$ cat src/rtl/universal_register_gen2.sv
`default_nettype none
// ============================================================================
// Module      : universal_register_gen2
// Description : Parametrised universal register for a shift-and-add datapath.
//               Single-cycle hold, shift left/right by one, increment,
//               decrement and parallel load, plus a multi-cycle burst shift
//               by a programmable amount with a busy/done handshake.
//               carry_out captures the last bit shifted out, the increment
//               carry or the decrement borrow.
// Revision    : 1.0 - initial release
// ----------------------------------------------------------------------------
// Parameters
//   WIDTH        register width in bits (>= 2)
//   SHAMT_W      width of the burst shift-amount port
// Ports
//   clk          in   rising-edge clock
//   clr          in   synchronous active-high reset
//   op_valid     in   command strobe, accepted when op_valid && !busy
//   mode         in   3-bit command code
//   shamt        in   burst shift count, sampled at acceptance
//   load_data    in   parallel load value
//   serial_in_l  in   bit entering q[0] on left shifts
//   serial_in_r  in   bit entering q[WIDTH-1] on right shifts
//   rotate       in   rotate select (effective only with UREG_ROTATE_EN)
//   q            out  register contents
//   serial_out_l out  q[WIDTH-1]
//   serial_out_r out  q[0]
//   carry_out    out  last bit out / inc carry / dec borrow
//   busy         out  high while a burst is in progress (SHIFT or DONE)
//   done         out  one-cycle pulse at burst completion
// Configuration macro
//   UREG_ROTATE_EN  when defined, rotate=1 turns all shifts into rotates
// ============================================================================
module universal_register_gen2 #(
  parameter int WIDTH   = 16,
  parameter int SHAMT_W = 5
) (
  input  logic               clk,
  input  logic               clr,
  input  logic               op_valid,
  input  logic [2:0]         mode,
  input  logic [SHAMT_W-1:0] shamt,
  input  logic [WIDTH-1:0]   load_data,
  input  logic               serial_in_l,
  input  logic               serial_in_r,
  input  logic               rotate,
  output logic [WIDTH-1:0]   q,
  output logic               serial_out_l,
  output logic               serial_out_r,
  output logic               carry_out,
  output logic               busy,
  output logic               done
);

  localparam logic [2:0] c_MODE_HOLD = 3'b000;
  localparam logic [2:0] c_MODE_SHL1 = 3'b001;
  localparam logic [2:0] c_MODE_SHR1 = 3'b010;
  localparam logic [2:0] c_MODE_INC  = 3'b011;
  localparam logic [2:0] c_MODE_DEC  = 3'b100;
  localparam logic [2:0] c_MODE_LOAD = 3'b101;
  localparam logic [2:0] c_MODE_BSHL = 3'b110;
  localparam logic [2:0] c_MODE_BSHR = 3'b111;

  localparam logic [WIDTH-1:0]   c_Q_ONE   = {{(WIDTH-1){1'b0}}, 1'b1};
  localparam logic [SHAMT_W-1:0] c_CNT_ONE = {{(SHAMT_W-1){1'b0}}, 1'b1};

  typedef enum logic [1:0] {
    ST_IDLE  = 2'd0,
    ST_SHIFT = 2'd1,
    ST_DONE  = 2'd2
  } state_t;

  state_t             r_state;
  logic [WIDTH-1:0]   r_q;
  logic               r_carry;
  logic [SHAMT_W-1:0] r_count;
  logic               r_dir_right;   // latched burst direction

  logic w_rot;
  logic w_shl_in;
  logic w_shr_in;

`ifdef UREG_ROTATE_EN
  assign w_rot = rotate;
`else
  // rotate is kept on the port list for interface compatibility only
  logic w_unused_rotate;
  assign w_unused_rotate = rotate;
  assign w_rot           = 1'b0;
`endif

  // Bit entering the vacated end: the opposite end when rotating
  assign w_shl_in = w_rot ? r_q[WIDTH-1] : serial_in_l;
  assign w_shr_in = w_rot ? r_q[0]       : serial_in_r;

  always_ff @(posedge clk) begin
    if (clr) begin
      r_state     <= ST_IDLE;
      r_q         <= '0;
      r_carry     <= 1'b0;
      r_count     <= '0;
      r_dir_right <= 1'b0;
    end else begin
      case (r_state)
        ST_IDLE: begin
          if (op_valid) begin
            case (mode)
              c_MODE_HOLD: ;
              c_MODE_SHL1: begin
                r_q     <= {r_q[WIDTH-2:0], w_shl_in};
                r_carry <= r_q[WIDTH-1];
              end
              c_MODE_SHR1: begin
                r_q     <= {w_shr_in, r_q[WIDTH-1:1]};
                r_carry <= r_q[0];
              end
              c_MODE_INC: begin
                r_q     <= r_q + c_Q_ONE;
                r_carry <= &r_q;
              end
              c_MODE_DEC: begin
                r_q     <= r_q - c_Q_ONE;
                r_carry <= ~|r_q;
              end
              c_MODE_LOAD: begin
                r_q     <= load_data;
                r_carry <= 1'b0;
              end
              c_MODE_BSHL, c_MODE_BSHR: begin
                r_count     <= shamt;
                r_dir_right <= (mode == c_MODE_BSHR);
                r_state     <= ST_SHIFT;
              end
              default: ;
            endcase
          end
        end
        ST_SHIFT: begin
          // The count==0 cycle performs no shift, so shamt=k gives k shifts
          if (r_count != '0) begin
            if (r_dir_right) begin
              r_q     <= {w_shr_in, r_q[WIDTH-1:1]};
              r_carry <= r_q[0];
            end else begin
              r_q     <= {r_q[WIDTH-2:0], w_shl_in};
              r_carry <= r_q[WIDTH-1];
            end
            r_count <= r_count - c_CNT_ONE;
          end else begin
            r_state <= ST_DONE;
          end
        end
        ST_DONE: begin
          r_state <= ST_IDLE;
        end
        default: begin
          r_state <= ST_IDLE;
        end
      endcase
    end
  end

  assign q            = r_q;
  assign carry_out    = r_carry;
  assign serial_out_l = r_q[WIDTH-1];
  assign serial_out_r = r_q[0];
  assign busy         = (r_state != ST_IDLE);
  assign done         = (r_state == ST_DONE);

endmodule
`default_nettype wire
$ cat config.mk
export PLATFORM = sky130hd
export DESIGN_NAME = universal_register_gen2
export DESIGN_NICKNAME = d
export VERILOG_FILES = /design/src/rtl/universal_register_gen2.sv
export SDC_FILE = /design/constraint.sdc
export NUM_CORES = 1
export LEC_CHECK = 0
export CAP_MARGIN = 30
export CORE_ASPECT_RATIO = 1.25
export CORE_MARGIN = 8
export CORE_UTILIZATION = 54
export DETAILED_ROUTE_END_ITERATION = 10
export PLACE_DENSITY = 0.92
export RECOVER_POWER = 25
export SETUP_SLACK_MARGIN = 0.1
export SYNTH_ARGS = -nofsm -noshare
export SYNTH_HDL_FRONTEND = slang
export SYNTH_SLANG_ARGS = --single-unit
export TNS_END_PERCENT = 20
$ cat constraint.sdc
create_clock -name clk -period 3.7 [get_ports clk]
set_clock_uncertainty 0.05 [all_clocks]
set_input_delay 1.11 -clock clk [delete_from_list [all_inputs] [get_ports clk]]
set_output_delay 1.11 -clock clk [all_outputs]
set_load 0.02 [all_outputs]
## After elaboration in Yosys (flattened, before gate mapping)

Index checks and enable logic that the tools add are counted.

- Add/subtract/negate cells: 3
- Eq/ne operators: 14
- Multiplexer cells: 18
- Reduce and logical (&&, ||, !) cells: 12

Operator list:

| operator | count |
|---|---|
| case mux 16 bit (5 select lines) | 1 |
| 2-to-1 mux 16 bit | 3 |
| case mux 16 bit (2 select lines) | 1 |
| adder 16 x 1 -> 16 bit, second input constant | 1 |
| AND reduction 16 bit | 1 |
| OR reduction 16 bit | 1 |
| subtractor 16 x 1 -> 16 bit, second input constant | 1 |
| 2-to-1 mux 5 bit | 3 |
| == test 3 bit, second input constant | 4 |
| case mux 5 bit (2 select lines) | 1 |
| AND reduction 4 bit | 2 |
| == test 3 x 2 -> 1 bit, second input constant | 2 |
| 2-to-1 mux 2 bit | 3 |
| inequality test 2 bit, second input constant | 3 |
| inequality test 6 x 1 -> 1 bit, second input constant | 1 |
| AND reduction 3 bit | 2 |
| case mux 1 bit (5 select lines) | 1 |
| nonzero test 5 bit | 1 |
| subtractor 5 x 1 -> 5 bit, second input constant | 1 |
| case mux 2 bit (2 select lines) | 1 |
| nonzero test 2 bit | 2 |
| == test 3 x 1 -> 1 bit, second input constant | 1 |
| 2-to-1 mux 1 bit | 3 |
| == test 2 x 1 -> 1 bit, second input constant | 1 |
| other kinds (6) | 6 |

- Bits in registers: 25
- Bits of input ports: 30
- Logic and storage cells: 52

## Longest topological paths before layout

- Depth in word-level cells: 5
- Gate-level depth with buffers: 13
- Mapped depth without buffers: 10

## Worst setup path after synthesis

No wires, ideal clock.

- Path type: input port to flip-flop
- From: in mode[2]
- To: reg r_q[10] (netlist: q[10])
- Arrival time: 3.316 ns
- Path slack: 0.246 ns
- Cell stages on the path: 12
- Cell sequence: buf_4 and2b_1 buf_6 nand2_8 clkinv_4 ha_1 a21o_1 a21oi_2 a211oi_2 o21ai_1 or3b_1 a311oi_2

- Longest elaborated chain between the ends: 4
- Elaborated cells on any way between the ends: 10

RTL lines:

| element | RTL line | text |
|---|---|---|
| start, declared | 41 | `input logic [2:0] mode,` |
| == test 3 bit, or another cell as far along | 107 | `case (mode)` |
| case mux 16 bit (5 select lines) | 107 |  |
| 2-to-1 mux 16 bit | 106 | `if (op_valid) begin` |
| case mux 16 bit (2 select lines) | 104 | `case (r_state)` |
| end signal, assigned | 110 | `r_q <= {r_q[WIDTH-2:0], w_shl_in};` |
| end signal, assigned | 114 | `r_q <= {w_shr_in, r_q[WIDTH-1:1]};` |
| end signal, assigned | 118 | `r_q <= r_q + c_Q_ONE;` |
| end, declared | 74 | `logic [WIDTH-1:0] r_q;` |

Several ways; a longest one is shown, not always the timed one. The select of a mux whose other input is x is not followed.
A chain may end at the register's enable or synchronous reset.

## Worst setup path in the final report

- From: in mode[1]
- To: reg r_q[15] (netlist: q[15])

Same word-level chain as after synthesis.

==> qor.yml <==
synth:
  post_synth.cell_area_avg_sq_um: 7.478
  synthDominantAreaCellType: "sky130_fd_sc_hd__dfxtp_1"
  netlist_top_cells_area: "sky130_fd_sc_hd__dfxtp_1, sky130_fd_sc_hd__ha_1, sky130_fd_sc_hd__nand2_1, sky130_fd_sc_hd__a21oi_1, sky130_fd_sc_hd__a22oi_1"
  synth.yosys.seq_area_share: 0.1734
  postSynthNetCount: 433
  synth_edf_count: 0
  synthesis.instances: 386
  synth-main-ff-cell: "sky130_fd_sc_hd__dfxtp_1"
  yosysWarnings: 0
  synth_cell_area_sq_mm: 0.002887
  yosys_cell_types: 74
  postSynthRegisterBits: 25
  synthDominantCellAreaShare: 0.1734
  ys_async_sr_fraction: 0
route:
  route.antenna.remaining_nets: 0
  drt-vias-per-instance: 6.625
  drt_iter0_drc: 544
  post_drt_wl_per_cell_microns: 19.14
  post-route-drc-count: 0
  detail_route.wirelength_microns: 9802
  vias: 3392
  pre_repair_dr_iteration_count: 6
critical_path:
  startpoint_type: "input port"
  timing.critical_path.cells: "clkdlybuf4s50_1, and2b_2, nand2_8, inv_8, buf_8, ha_2, nand2_1, o21a_1, o211ai_1, a21oi_2, xnor2_1, o311a_1"
  worst-endpoint-arrival_ns: 3.64
  critPathCaptureType: "register"
  critical_path_class: "input port to register"
  crit_slowest_cell: "sky130_fd_sc_hd__clkdlybuf4s50_1"
  worst_ep_required_time_ns: 3.83
  delay_of_the_slowest_cell_on_the_worst_path_ns: 0.49
  worstPathMaxFanout: 10
layout:
  layout.cells.most_common_list: "sky130_fd_sc_hd__nand2_1, sky130_fd_sc_hd__clkdlybuf4s50_1, sky130_fd_sc_hd__buf_4, sky130_fd_sc_hd__nor2_1, sky130_fd_sc_hd__a21oi_1"
  layout.cells.most_common: "sky130_fd_sc_hd__nand2_1"
  insertedDiodeCount: 0
  nNetsFinal: 498
  fillers: 378
  multi_input_area_sq_mm: 0.002306
  syn2layout_area_growth_pct: 30.86
  sequential_cell_area_sq_um: 500.5
  layout-drive-gt1-share: 0.1889
timing:
  slew_violations: 0
  setup_viol: 0
  final.period_utilization: 0.9504
  tightestPinTransition_ns: 1.310
  number_of_hold_slack_violations_in_the_final_timing_report: 0
  timing.fmax_mhz: 284.4
  post-route-min-period_ns: 3.516
  setup_total_negative_slack_ns: 0
  fin_ws_ns: 0.1836
  worst_slew_margin_rel: 0.1264
  rsz0062_at_grt: "false"
clocking:
  max-clock-path-buffers: 2
  cts_hold_buf: 0
  clock_tree_from_tritoncts: "done"
  clk_pin_slew_worst_paths_ns: 0.09
  clk_root_buffer_cell: "sky130_fd_sc_hd__clkbuf_8"
  clock_latency_late_sink_ns: 0.28
  clkSinkCount: 25
  cts_buffers: 3
  clock_tree.htree_level_count: 1
die:
  ioPinCount: 51
  die_height_microns: 97.74
  die_area_sq_mm: 0.007956
  dieWidth_microns: 81.40
  rows: 29
  floorplan.initialDensity: 0.5642
  core_region_area_sq_mm: 0.005116
power:
  power.ir.vdd_worst_mv: 0.1661
  leakage_nw: 1.447
  power-per-cell-area_mw_per_mm2: 247.6
global_route:
  grt.met2_usage: 0.4058
  grt.total_usage: 0.2382
  grt_util_met3: 0.03945
  grt_first_pass_wirelength_microns: 15530
  gr-total-overflow: 0
  busiest_layer: "met2"
  antenna_violations_before_repair: 0
  gr-usage-met1: 0.2636
  grt_pass1_vias: 3393
  largest_net_degree_at_the_start_of_global_routing: 29
run_status:
  status: "finished, final reports clean"
place:
  placement.setup.worst_slack_ns: -0.3000
  place.gp.congestion: 0.9491
  port_buffers: 49
  dpl.hpwl_microns: 7040
worst_hold_path:
  worstHoldPathType: "register to register"
flow_run:
  max_cap_viol_count: 0
synth_stat cells (6+ instances only):
master,instances
sky130_fd_sc_hd__nand4_1,6
sky130_fd_sc_hd__mux2i_1,8
sky130_fd_sc_hd__a211oi_1,6
sky130_fd_sc_hd__a22oi_1,14
sky130_fd_sc_hd__o22ai_1,12
sky130_fd_sc_hd__nor2b_1,7
sky130_fd_sc_hd__dfxtp_1,25
sky130_fd_sc_hd__mux2_2,6
sky130_fd_sc_hd__ha_1,16
sky130_fd_sc_hd__buf_2,13
sky130_fd_sc_hd__inv_1,7
sky130_fd_sc_hd__nand3_1,12
sky130_fd_sc_hd__a21oi_1,29
sky130_fd_sc_hd__nor2_1,28
sky130_fd_sc_hd__nor3_1,13
sky130_fd_sc_hd__nand2_1,53
sky130_fd_sc_hd__o21ai_0,11
layout make-up:
| cell class | instances | share of cell area |
|---|---|---|
| Clock buffer | 3 | 0.01093 |
| Clock inverter | 1 | 0.001325 |
| Inverter | 8 | 0.009937 |
| Multi-Input combinational cell | 322 | 0.6105 |
| Sequential cell | 25 | 0.1325 |
| Tap cell | 62 | 0.02054 |
| Timing Repair Buffer | 91 | 0.2143 |
state kept, by name, indices dropped and copies added (netlist names):
| name | count |
|---|---|
| carry_out | 1 |
| r_count | 5 |
| r_dir_right | 1 |
| r_state | 2 |
| q | 16 |
where the power goes:
part,internal (W),leakage [nW],switching (W)
combinational,0.000205,1.22,0.000215
clock,0.0000759,0.0255,0.0000994
sequential,0.000288,0.204,0.0000514
total,0.000569,1.45,0.000366
repair_timing:
action / in CTS / in global routing
buffers inserted: 1 / 1
endpoints found under the hold margin: 0 / 0
pin swaps: 1 / 2
setup endpoints to repair: 6 / 8
gates resized for setup: 5 / 20
logic make-up (layout without fill, tap and decap cells):
kind of cell    Yosys count  in the layout  synth area share
flops                    25             25            0.1734
buf+inv                  39            103           0.07586
mux                      15             15           0.05635
simple gates            151            151            0.2614
compound gates          129            129            0.3264
fa+ha+maj                17             17           0.07629
xor+xnor                 10             10           0.03034
critical path, delay by kind of cell:
kind / cells / cell delay [ns]
adders and majority gates: 1 / 0.38
buffers and inverters: 3 / 0.70
xor gates and xnor gates: 1 / 0.15
AOI/OAI and AO/OA: 4 / 0.88
and+or+nand+nor: 3 / 0.43
final timing paths:
path               end       from  slack, ns  cells past startpoint
min reg2reg  carry_out  carry_out       0.42                      2
max              q[15]    mode[1]       0.18                     12
min          carry_out  carry_out       0.42                      2
max reg2reg      q[10]       q[1]       1.23                      8
layer usage:
metal	vias up	wire length [microns]
li1	1575	-
met1	1574	3775
met2	198	4835
met3	45	773
met4	0	416
met5	-	0
stage by stage:
stage / std cells / util / power [W] / hold slack, ns / instance area [sq um]
after floorplan: 386 / - / 0.0005892 / 0.4342 / 2887
after global placement: 506 / 0.6980 / 0.0007242 / 0.3981 / 3571
after detailed placement: 506 / 0.6980 / 0.0007374 / 0.4097 / 3571
after CTS: 511 / 0.7129 / 0.0009066 / 0.4226 / 3647
after global routing: 512 / 0.7383 / 0.0009773 / 0.4376 / 3777
final: 512 / 0.7383 / 0.0009354 / 0.4247 / 3777
No activity file was read; power rests on OpenSTA's default activity.
